--- src/rtl/demux_frame_7bits_pkg.sv ---
// Shared encodings for the multiplexed segment-bus receiver:
// frame FSM states and one-hot digit enables.
package demux_frame_7bits_pkg;

    typedef enum logic {
        WAIT0 = 1'b0,
        WAIT1 = 1'b1
    } frame_state_t;

    localparam logic [1:0] AN_D0 = 2'b01;
    localparam logic [1:0] AN_D1 = 2'b10;

endpackage

--- src/rtl/demux_frame_7bits_mux.sv ---
// Two-way word selector used to route the scanned digit's word onto seg.
module Mux2x1_7bits #(
    parameter int P_DATA = 7
) (
    input  logic              sel,
    input  logic [P_DATA-1:0] ent0,
    input  logic [P_DATA-1:0] ent1,
    output logic [P_DATA-1:0] s
);

    assign s = sel ? ent1 : ent0;

endmodule

--- src/rtl/demux_frame_7bits.sv ---
// Receiver for the time-multiplexed two-digit segment bus: demuxes tagged
// words, commits them as an atomic frame, and scans the pair onto the display.
module demux_frame_7bits
    import demux_frame_7bits_pkg::*;
#(
    parameter int P_DATA = 7,
    parameter int P_DIV  = 16
) (
    input  logic              clk,
    input  logic              rst,
    input  logic              valid,
    input  logic              sel,
    input  logic [P_DATA-1:0] ent,
    output logic [P_DATA-1:0] out0,
    output logic [P_DATA-1:0] out1,
    output logic              done,
    output logic              err,
    output logic [P_DATA-1:0] seg,
    output logic [1:0]        an
);

    localparam int CW = $clog2(P_DIV);

    frame_state_t      state, state_nx;
    logic [P_DATA-1:0] shadow0;
    logic              ld_shadow, commit, err_nx;
    logic [CW-1:0]     cnt;
    logic              digit;

    always_ff @(posedge clk or posedge rst) begin
        if (rst) state <= WAIT0;
        else     state <= state_nx;
    end

    always_comb begin
        state_nx = state;
        if (valid) begin
            case (state)
                WAIT0:   if (!sel) state_nx = WAIT1;
                WAIT1:   if (sel)  state_nx = WAIT0;
                default: state_nx = WAIT0;
            endcase
        end
    end

    // A sel=0 word in WAIT1 restarts the frame rather than being dropped.
    always_comb begin
        ld_shadow = 1'b0;
        commit    = 1'b0;
        err_nx    = 1'b0;
        if (valid) begin
            case (state)
                WAIT0: begin
                    ld_shadow = !sel;
                    err_nx    = sel;
                end
                WAIT1: begin
                    commit    = sel;
                    ld_shadow = !sel;
                    err_nx    = !sel;
                end
                default: ;
            endcase
        end
    end

    always_ff @(posedge clk or posedge rst) begin
        if (rst) begin
            shadow0 <= '0;
            out0    <= '0;
            out1    <= '0;
            done    <= 1'b0;
            err     <= 1'b0;
        end else begin
            done <= commit;
            err  <= err_nx;
            if (ld_shadow) shadow0 <= ent;
            if (commit) begin
                out0 <= shadow0;
                out1 <= ent;
            end
        end
    end

    always_ff @(posedge clk or posedge rst) begin
        if (rst) begin
            cnt   <= '0;
            digit <= 1'b0;
        end else if (cnt == CW'(P_DIV - 1)) begin
            cnt   <= '0;
            digit <= ~digit;
        end else begin
            cnt <= cnt + CW'(1);
        end
    end

    assign an = digit ? AN_D1 : AN_D0;

    Mux2x1_7bits #(.P_DATA(P_DATA)) u_seg_mux (
        .sel  (digit),
        .ent0 (out0),
        .ent1 (out1),
        .s    (seg)
    );

endmodule

--- config.mk ---
export PLATFORM = sky130hd
export DESIGN_NAME = demux_frame_7bits
export DESIGN_NICKNAME = d
export VERILOG_FILES = /design/src/rtl/demux_frame_7bits_pkg.sv /design/src/rtl/demux_frame_7bits_mux.sv /design/src/rtl/demux_frame_7bits.sv
export SDC_FILE = /design/constraint.sdc
export NUM_CORES = 1
export LEC_CHECK = 0
export BUFFER_PORTS_ARGS = -buffer_cell sky130_fd_sc_hd__buf_4
export CORE_UTILIZATION = 53
export DETAILED_ROUTE_END_ITERATION = 8
export GPL_TIMING_DRIVEN = 0
export PLACE_DENSITY = 0.82
export SLEW_MARGIN = 25
export SYNTH_ARGS = -nofsm -noshare
export SYNTH_HDL_FRONTEND = slang
export SYNTH_SLANG_ARGS = --single-unit
--- constraint.sdc ---
create_clock -name clk -period 2.35 [get_ports clk]
set_clock_uncertainty 0.1 [all_clocks]
set_input_delay 0.235 -clock clk [delete_from_list [all_inputs] [get_ports clk]]
set_output_delay 0.235 -clock clk [all_outputs]
set_load 0.1 [all_outputs]
==> qor.txt, run 1 <==
CTS tree: built
Seq cells post-synth: 29
postcts setup bufs: 0
pre-CTS setup slack: 0.831 ns
Post-Syn Instances: 78
most common cell after layout, fill and taps aside: buf_4
Clock Latency Late Sink: 0.32 ns
clock-pin slew on the worst setup and hold paths: 0.09 ns
routed vias/inst: 5.11
Avg Cell Area, Syn: 15.6 um2
Yosys warnings: 0
share of the yosys chip area belonging to registers: 59.5%
CTS Hold Buffers Added: 3
fraction of layout cells with a size suffix above 1: 61.0%
CTS resizes: 0
DR pass1 iterations: 2
final hold vios: 0
total CTS buffers: 5
VDD IR-drop max: 1.02 mV
worst-case clock buffer depth: 2
Diodes inserted: 0
Synth Net Count: 91
commonest non-fill, non-tap cells in the layout: buf_4 (37), dfrtp_1 (29), mux2_2 (19)
first-pass GRT wire length: 3690 um
vias in the first global route: 801
1st-iter DRT viols: 5
Total Die Area: 2500 um2
Final setup viols: 0
initial antenna violation count: 0
RSZ-0062 raised after global routing: no
max-cap viol count: 0
hpwl dp: 1560 um
Area Growth Syn to Fin: 31.3%
Sinks on Clock Net: 29
r2r startpoint: state
gpl congestion: 0.682
period utilization: 79.1%
root buf cell: clkbuf_4
Synth Cell Area: 1220 um2
CP startpoint: digit
Pleak: 0.000815 uW
IO Count: 36
wire length after detailed routing: 2180 um
row count: 16
Slew @ Worst Pin: 0.583 ns
initial core utilization: 59.1%
die height: 50.0 um
Placed Cells: 140
Tmin final: 1.86 ns
Hold Path Class: primary input to register
largest net degree at the start of global routing: 30
post-DR wirelength/cell: 14.5 um
Peak Freq: 538 MHz
ranking of synthesized cells by area: dfrtp_1 (60%), mux2_2 (18%), mux2_4 (11%), ha_1 (2.1%), a31oi_1 (1.5%)
status: finished clean
post-synth cell types: 18
antenna viol nets, final: 0
Setup Crit Path Kind: register to primary output
area of the multi-input gates: 450 um2
NumNets Final: 136
core area: 2060 um2
setup TNS: 0 ns
all-layer global routing usage: 21.3%
FF/Latch Area: 726 um2
port bufs: 35
max-slew violations: 0
CP endpoint kind: primary output
Req. time, crit path: 2.02 ns
via count: 766
Worst Hold Launch: ent[1]
Die W: 50.0 um
total global routing overflow: 0
# DRC: 0
Rel. slew slack: 61.1%
PD cells: 1230 nW/um2
filler instances: 133
crit-path max FO: 9
post-synth top area cell: dfrtp_1
crit start category: register
area fraction of the dominant cell type after synthesis: 59.5%
final setup margin: 0.491 ns
H-tree depth: 2
Non-Filler Instances: 150
crit path DAT: 1.52 ns
## cell usage after synthesis, drive strengths merged
master and instances:
nand2 1, inv 3, ha 2, buf 4, nand3 1, dfrtp 29
a31oi 3, nor2 1, and2 1, a21oi 1, nor2b 1, xor2 1
a21o 1, mux2 28, xnor2 1
## report_power, final
group | leakage (uW) | internal (uW) | switching (uW)
sequential | 0.000346 | 584 | 65.7
combinational | 0.000438 | 242 | 777
clock | 0.0000314 | 141 | 161
## sequential cells by signal (all words and copies together) (netlist names)
register  cells
out0          7
out1          7
shadow0       7
cnt           4
digit         1
done          1
err           1
state         1
## kinds of logic after synthesis
group	count (synthesis)	share of synthesized area, %
AO/OA/AOI/OAI	5	2.57
flip-flops	29	59.5
buffers and inverters	7	3.49
adder cells (fa/ha/maj)	2	2.05
multiplexers	28	28.6
XOR/XNOR	2	1.44
AND/OR/NAND/NOR	5	2.26
## critical path, stage by stage (launching register included)
cell	delay, ns
dfrtp_1	0.35
buf_2	0.25
mux2_2	0.37
buf_4	0.23
## layer usage
layer | up-vias | share of wire, % | global-route usage, %
met5 | - | 0 | 0
met4 | 0 | 0.96 | 7.14
met3 | 4 | 5.6 | 9.26
met2 | 31 | 50 | 34.5
met1 | 375 | 44 | 25.2
li1 | 356 | - | -
## path summary, 6_finish.rpt
kind / end / slack (ns) / depth (start not counted)
setup reg to reg: out0[5] / 0.86 / 4
min in group asynchronous: digit / 0.43 / 3
hold / removal: out1[1] / 0.05 / 2
hold reg to reg: out0[0] / 0.40 / 1
max in group asynchronous: out1[2] / 1.32 / 3
setup / recovery: seg[5] / 0.49 / 3
## area by class of cell
cell class / instances / share of cell area, %
Timing Repair Buffer: 38 / 18.3
Multi-Input combinational cell: 42 / 28.1
Inverter: 3 / 0.704
Sequential cell: 29 / 45.3
Buffer: 4 / 1.95
Clock buffer: 7 / 3.44
Tap cell: 27 / 2.11
## per-stage QoR
| step | cell area (um2) | power, uW | utilization, % | hold slack [ns] |
|---|---|---|---|---|
| finish | 1600 | 1970 | 77.6 | 0.0543 |
| global route | 1600 | 2040 | 77.6 | 0.0335 |
| CTS | 1600 | 1990 | 77.6 | 0.0413 |
| detailed placement | 1520 | 1680 | 73.5 | 0.238 |
| global placement | 1520 | 1660 | 73.5 | 0.327 |
| floorplan | 1220 | 1470 | - | 0.213 |
Note: power is estimated with default switching activity, not from simulation.
==> run 2: changes to the inputs <==
--- a/config.mk
+++ b/config.mk
@@ -5,11 +5,13 @@
 export SDC_FILE = /design/constraint.sdc
 export NUM_CORES = 1
 export LEC_CHECK = 0
+export ABC_AREA = 1
 export BUFFER_PORTS_ARGS = -buffer_cell sky130_fd_sc_hd__buf_4
-export CORE_UTILIZATION = 53
+export CORE_ASPECT_RATIO = 0.5
+export CORE_UTILIZATION = 50
 export DETAILED_ROUTE_END_ITERATION = 8
 export GPL_TIMING_DRIVEN = 0
-export PLACE_DENSITY = 0.82
+export PLACE_DENSITY = 0.77
 export SLEW_MARGIN = 25
 export SYNTH_ARGS = -nofsm -noshare
 export SYNTH_HDL_FRONTEND = slang
==> constraint.sdc (replaced) <==
create_clock -name clk -period 1.9 [get_ports clk]
set_clock_uncertainty 0.1 [all_clocks]
set_input_delay 0.19 -clock clk [delete_from_list [all_inputs] [get_ports clk]]
set_output_delay 0.19 -clock clk [all_outputs]
set_load 0.1 [all_outputs]
==> qor.txt, run 2 <==
status: finished clean (unchanged)
Util after Layout: 77.7% (was 77.6%)
worst-case clock buffer depth: 2 (unchanged)
Post-synth EDFFs: 0 (unchanged)
ys async rst share: 100% (unchanged)
max-slew violations: 0 (unchanged)
final hold vios: 0 (unchanged)
PD cells: 1380 nW/um2 (was 1230 nW/um2)
CTS tree: built (unchanged)
Clock Latency Late Sink: 0.28 ns (was 0.32 ns)
area fraction of the dominant cell type after synthesis: 55.8% (was 59.5%)
VDD IR-drop max: 0.748 mV (was 1.02 mV)
clock-pin slew on the worst setup and hold paths: 0.06 ns (was 0.09 ns)
Net Switching: 1230 uW (was 1000 uW)
crit start category: register (unchanged)
Hold Path Class: primary input to register (unchanged)
Post-Syn Instances: 133 (was 78)
post-DR wirelength/cell: 12.7 um (was 14.5 um)
count leader, synth: nand2_1 (was dfrtp_1)
Logic pwr share: 47.3% (was 51.7%)
routing usage on met3: 8.16% (was 9.26%)
first-pass GRT wire length: 4470 um (was 3690 um)
Non-Filler Instances: 214 (was 150)
post-synth top area cell: dfrtp_1 (unchanged)
Pwr Total: 2510 uW (was 1970 uW)
DR pass1 iterations: 4 (was 2)
all-layer global routing usage: 23.9% (was 21.3%)
H-tree depth: 2 (unchanged)
crit-path max FO: 10 (was 9)
Pint: 1280 uW (was 966 uW)
setup TNS: 0 ns (unchanged)
Seq cells post-synth: 29 (unchanged)
max-cap viol count: 0 (unchanged)
fraction of layout cells with a size suffix above 1: 49.7% (was 61.0%)
Area Growth Syn to Fin: 39.8% (was 31.3%)
gpl congestion: 0.721 (was 0.682)
R2R cell count: 6 (was 4)
CP endpoint kind: primary output (unchanged)
total global routing overflow: 0 (unchanged)
1st-iter DRT viols: 46 (was 5)
Total Die Area: 2820 um2 (was 2500 um2)
RSZ-0062 raised after global routing: no (unchanged)
share of the yosys chip area belonging to registers: 55.8% (was 59.5%)
Main synth FF type: dfrtp_1 (unchanged)
die height: 38.1 um (was 50.0 um)
period utilization: 87.7%
Sinks on Clock Net: 29 (unchanged)
M2 GR Usage: 38.6% (was 34.5%)
Synth Cell Area: 1300 um2 (was 1220 um2)
ranking of synthesized cells by area: dfrtp_1 (56%), o21ai_2 (13%), nand2_1 (11%), inv_1 (6.3%), o21ai_0 (2.7%) (was dfrtp_1 (60%), mux2_2 (18%), mux2_4 (11%), ha_1 (2.1%), a31oi_1 (1.5%))
crit path DAT: 1.38 ns (was 1.52 ns)
Avg Cell Area, Syn: 9.78 um2 (was 15.6 um2)
Slew @ Worst Pin: 0.596 ns (was 0.583 ns)
total CTS buffers: 5 (unchanged)
Setup Crit Path Kind: register to primary output (unchanged)
post-synth cell types: 16 (was 18)
GR peak layer: met2 (unchanged)
largest net degree at the start of global routing: 30 (unchanged)
antenna viol nets, final: 0 (unchanged)
Placed Cells: 203 (was 140)
Tmin final: 1.67 ns
Largest regs: out0 x7, out1 x7, shadow0 x7 (unchanged)
most common cell after layout, fill and taps aside: buf_4 (unchanged)
filler instances: 173 (was 133)
Peak Freq: 600 MHz
vias in the first global route: 959 (was 801)
row count: 12 (was 16)
Synth Net Count: 146 (was 91)
IO Count: 36 (unchanged)
power share of the sequential group: 30.7% (was 33.0%)
# DRC: 0 (unchanged)
wire length after detailed routing: 2730 um (was 2180 um)
NumNets Final: 191 (was 136)
Hold Crit Depth: 3 (was 2)
initial antenna violation count: 0 (unchanged)
sw frac: 48.9% (was 50.9%)
Rel. slew slack: 60.2% (was 61.1%)
Die W: 74.1 um (was 50.0 um)
hpwl dp: 1940 um (was 1560 um)
Pleak: 0.000943 uW (was 0.000815 uW)
core area: 2340 um2 (was 2060 um2)
Final setup viols: 0 (unchanged)
clock power share: 22.0% (was 15.3%)
routed vias/inst: 4.83 (was 5.11)
met1 usage: 28.8% (was 25.2%)
Yosys warnings: 0 (unchanged)
Diodes inserted: 0 (unchanged)
port bufs: 35 (unchanged)
Req. time, crit path: 1.61 ns (was 2.02 ns)
commonest non-fill, non-tap cells in the layout: buf_4 (39), nand2_1 (37), dfrtp_1 (22) (was buf_4 (37), dfrtp_1 (29), mux2_2 (19))
Synth top cells by count: nand2_1 (38), dfrtp_1 (29), inv_1 (22), o21ai_2 (20), o21ai_0 (7) (was dfrtp_1 (29), mux2_2 (19), mux2_4 (9), a31oi_1 (3), inv_1 (3))
root buf cell: clkbuf_8 (was clkbuf_4)
initial core utilization: 55.6% (was 59.1%)
via count: 1034 (was 766)
==> run 2: changes by cell type after synthesis, sizes merged, moves of 3 or more <==
| cell | change |
|---|---|
| nand2 | +39 |
| o21ai | +27 |
| a31oi | -3 |
| inv | +19 |
| nand3 | +3 |
| mux2 | -28 |
==> run 2: final cells by class <==
cell class | instances | area, um2 | area share [%]
Timing Repair Buffer | 38 | 288 | 15.8
Clock inverter | 1 | 5.00 | 0.275
Inverter | 23 | 95.1 | 5.23
Buffer | 5 | 57.6 | 3.16
Tap cell | 35 | 43.8 | 2.41
Sequential cell | 29 | 734 | 40.4
Clock buffer | 7 | 96.3 | 5.30
Multi-Input combinational cell | 76 | 499 | 27.4
==> run 2: kinds of logic (layout without fill, tap and decap cells) <==
group	Yosys count	after routing	share of synthesized area [%]
flip-flops	29	29	55.8
AO/OA/AOI/OAI	27	27	16.2
AND/OR/NAND/NOR	47	47	14.9
buffers and inverters	28	74	11.2
adder cells (fa/ha/maj)	2	2	1.92
==> run 2: power groups by stage <==
stage          logic [uW]  clock network (uW)  registers, uW
3_5_place_dp         1190                   0            783
2_1_floorplan         465                   0           1280
6_report             1190                 553            773
4_1_cts              1200                 567            772
3_3_place_gp         1180                   0            778
5_1_grt              1230                 596            782
==> run 2: metrics by stage <==
stage | hold slack, ns | instance area (um2) | setup slack, ns
finish | 0.0524 | 1820 | 0.234
global route | 0.0815 | 1820 | 0.185
CTS | 0.0477 | 1820 | 0.233
detailed placement | 0.207 | 1690 | 0.174
global placement | 0.327 | 1690 | 0.185
floorplan | 0.168 | 1380 | 0.0847
==> run 2: what timing repair did <==
item                                    CTS  global route
buffers inserted                          2             0
endpoints found under the setup margin    7             0
gates resized for setup                   1             0
endpoints found under the hold margin    29             0
hold buffers                              1             0
==> run 2: worst max-delay path, stage by stage (launching register included) <==
cell and delay, ns:
dfrtp_2 0.38, buf_4 0.22, nand2_1 0.12, o21ai_4 0.07, buf_4 0.30
==> run 2: worst paths after layout <==
kind | startpoint | to | slack [ns]
setup / recovery | digit | seg[3] | 0.23
hold / removal | valid | err | 0.05
setup reg to reg | state | out0[1] | 0.57
hold reg to reg | shadow0[6] | out0[6] | 0.38
max in group asynchronous | rst | out0[3] | 0.82
min in group asynchronous | rst | cnt[3] | 0.45
==> run 2: metal layers <==
metal  vias up  share of wire, %
met2        26                49
met5         -                 0
li1        505                 -
met3         5               4.4
met1       498                46
met4         0               1.0
==> run 3: changes to the inputs <==
--- a/config.mk
+++ b/config.mk
@@ -7,12 +7,12 @@
 export LEC_CHECK = 0
 export ABC_AREA = 1
 export BUFFER_PORTS_ARGS = -buffer_cell sky130_fd_sc_hd__buf_4
-export CORE_ASPECT_RATIO = 0.5
 export CORE_UTILIZATION = 50
 export DETAILED_ROUTE_END_ITERATION = 8
 export GPL_TIMING_DRIVEN = 0
-export PLACE_DENSITY = 0.77
+export PLACE_DENSITY = 0.81
 export SLEW_MARGIN = 25
 export SYNTH_ARGS = -nofsm -noshare
 export SYNTH_HDL_FRONTEND = slang
+export SYNTH_HIERARCHICAL = 1
 export SYNTH_SLANG_ARGS = --single-unit
==> qor.txt, run 3 <==
Tmin final: 1.75 ns (was 1.67 ns)
first-pass GRT wire length: 4260 um (was 4470 um)
initial core utilization: 55.0% (was 55.6%)
critical path's largest stage delay: 0.43 ns (was 0.38 ns)
post-synth top area cell: dfrtp_1 (unchanged)
crit path buf inv count: 3 (was 2)
via count: 1027 (was 1034)
Post-synth EDFFs: 0 (unchanged)
Finished Cell Area: 1660 um2 (was 1820 um2)
Clock Latency Late Sink: 0.32 ns (was 0.28 ns)
Avg Cell Area, Syn: 9.25 um2 (was 9.78 um2)
RSZ-0062 raised after global routing: no (unchanged)
hpwl dp: 1790 um (was 1940 um)
period utilization: 92.3% (was 87.7%)
gpl congestion: 0.733 (was 0.721)
Total Die Area: 2760 um2 (was 2820 um2)
Placed Cells: 201 (was 203)
Main synth FF type: dfrtp_1 (unchanged)
area of the multi-input gates: 452 um2 (was 499 um2)
total CTS buffers: 5 (unchanged)
fraction of layout cells with a size suffix above 1: 39.9% (was 49.7%)
port bufs: 35 (unchanged)
Die W: 52.5 um (was 74.1 um)
critical path's top delay family: buffers and inverters (unchanged)
area fraction of the dominant cell type after synthesis: 56.9% (was 55.8%)
core area: 2320 um2 (was 2340 um2)
NumNets Final: 195 (was 191)
# DRC: 0 (unchanged)
post-DR wirelength/cell: 12.1 um (was 12.7 um)
VDD IR-drop max: 1.08 mV (was 0.748 mV)
Peak Freq: 570 MHz (was 600 MHz)
share of the yosys chip area belonging to registers: 56.9% (was 55.8%)
setup TNS: 0 ns (unchanged)
max-cap viol count: 0 (unchanged)
ys async rst share: 100% (unchanged)
CP endpoint kind: primary output (unchanged)
CP Cell Sequence: buf_6, inv_2, nand2_1, nand2_2, buf_4 (was buf_4, nand2_1, o21ai_4, buf_4)
Yosys warnings: 6 (was 0)
commonest non-fill, non-tap cells in the layout: nand2_1 (55), buf_4 (36), dfrtp_1 (29) (was buf_4 (39), nand2_1 (37), dfrtp_1 (22))
crit-path max FO: 8 (was 10)
status: finished clean (unchanged)
crit path DAT: 1.46 ns (was 1.38 ns)
H-tree depth: 2 (unchanged)
Pleak: 0.000949 uW (was 0.000943 uW)
Synth Cell Area: 1280 um2 (was 1300 um2)
ranking of synthesized cells by area: dfrtp_1 (57%), nand2_1 (18%), o21ai_2 (9.6%), inv_1 (4.4%), buf_6 (3.5%) (was dfrtp_1 (56%), o21ai_2 (13%), nand2_1 (11%), inv_1 (6.3%), o21ai_0 (2.7%))
crit start category: register (unchanged)
Sinks on Clock Net: 29 (unchanged)
Final setup viols: 0 (unchanged)
Largest regs: out0 x7, out1 x7, shadow0 x7 (unchanged)
total global routing overflow: 0 (unchanged)
routed vias/inst: 4.87 (was 4.83)
initial antenna violation count: 0 (unchanged)
Post-Syn Instances: 138 (was 133)
root buf cell: clkbuf_4 (was clkbuf_8)
count leader, synth: nand2_1 (unchanged)
all-layer global routing usage: 23.0% (was 23.9%)
most common cell after layout, fill and taps aside: nand2_1 (was buf_4)
Req. time, crit path: 1.61 ns (about the same)
postcts setup bufs: 0 (was 2)
die height: 52.5 um (was 38.1 um)
final hold vios: 0 (unchanged)
IO Count: 36 (unchanged)
Diodes inserted: 0 (unchanged)
clock-pin slew on the worst setup and hold paths: 0.10 ns (was 0.06 ns)
Hold Path Class: primary input to register (unchanged)
slowest library cell on the worst path: dfrtp_1 (was dfrtp_2)
pre-CTS setup slack: 0.509 ns (was 0.174 ns)
FF/Latch Area: 726 um2 (was 734 um2)
largest net degree at the start of global routing: 30 (unchanged)
Seq cells post-synth: 29 (unchanged)
Synth Net Count: 151 (was 146)
Pwr Total: 2220 uW (was 2510 uW)
Area Growth Syn to Fin: 30.3% (was 39.8%)
filler instances: 183 (was 173)
Slew @ Worst Pin: 0.587 ns (was 0.596 ns)
Placed Instance Area: 1590 um2 (was 1690 um2)
Rel. slew slack: 60.8% (was 60.2%)
vias in the first global route: 998 (was 959)
Non-Filler Instances: 211 (was 214)
wire length after detailed routing: 2560 um (was 2730 um)
final setup margin: 0.146 ns (was 0.234 ns)
max-slew violations: 0 (unchanged)
antenna viol nets, final: 0 (unchanged)
worst-case clock buffer depth: 2 (unchanged)
Setup Crit Path Kind: register to primary output (unchanged)
row count: 17 (was 12)
PD cells: 1340 nW/um2 (was 1380 nW/um2)
DR pass1 iterations: 4 (unchanged)
Synth top cells by count: nand2_1 (62), dfrtp_1 (29), inv_1 (15), o21ai_2 (14), buf_6 (4) (was nand2_1 (38), dfrtp_1 (29), inv_1 (22), o21ai_2 (20), o21ai_0 (7))
post-synth cell types: 13 (was 16)
CTS tree: built (unchanged)
1st-iter DRT viols: 18 (was 46)
==> run 3: repair_timing <==
| action | in CTS | in global routing |
|---|---|---|
| resized for setup | 0 | 0 |
| hold endpoints to repair | 31 | 0 |
| hold buffers | 2 | 0 |
==> run 3: layout make-up <==
class,instances,area share (%)
timing repair buffer,37,17.0
inverter,17,3.84
sequential,29,43.6
buffer,5,3.16
clock inverter,2,0.602
multi-input combinational,87,27.2
clock buffer,6,2.48
tap,28,2.11
==> run 3: through the flow <==
stage / hold slack, ns / util (%)
after global placement: 0.319 / 68.6
after global routing: 0.0400 / 71.7
after floorplan: 0.168 / -
after CTS: 0.0305 / 71.7
final: 0.0315 / 71.7
after detailed placement: 0.199 / 68.6
==> run 3: final timing paths <==
kind | endpoint | slack (ns) | cells past startpoint | from
min reg2reg | out0[4] | 0.38 | 2 | shadow0[4]
min | shadow0[3] | 0.03 | 3 | ent[3]
min in group asynchronous | shadow0[3] | 0.38 | 3 | rst
max in group asynchronous | out1[0] | 0.93 | 3 | rst
max reg2reg | out1[5] | 0.73 | 5 | state
max | seg[6] | 0.15 | 5 | digit
==> run 3: routing by layer <==
layer	GRT usage, %	wire [um]	vias up
met4	15.8	53	0
met3	6.09	129	5
met2	38.0	1240	25
met5	0	0	-
met1	25.7	1140	490
li1	-	-	507
==> run 3: logic make-up after synthesis <==
| kind of cell | after synthesis | share of synthesized area, % |
|---|---|---|
| fa+ha+maj | 2 | 1.96 |
| xor+xnor | 1 | 0.686 |
| compound gates | 15 | 10.0 |
| simple gates | 69 | 21.4 |
| flops | 29 | 56.9 |
| buf+inv | 22 | 9.12 |
==> run 3: tightest hold or removal path: stages <==
cell and delay, ns:
buf_4 0.08, inv_1 0.05, o21ai_2 0.12
==> run 3: where the power goes <==
group / internal [uW] / switching [uW]
sequential: 704 / 64.8
clock: 141 / 215
combinational: 216 / 881
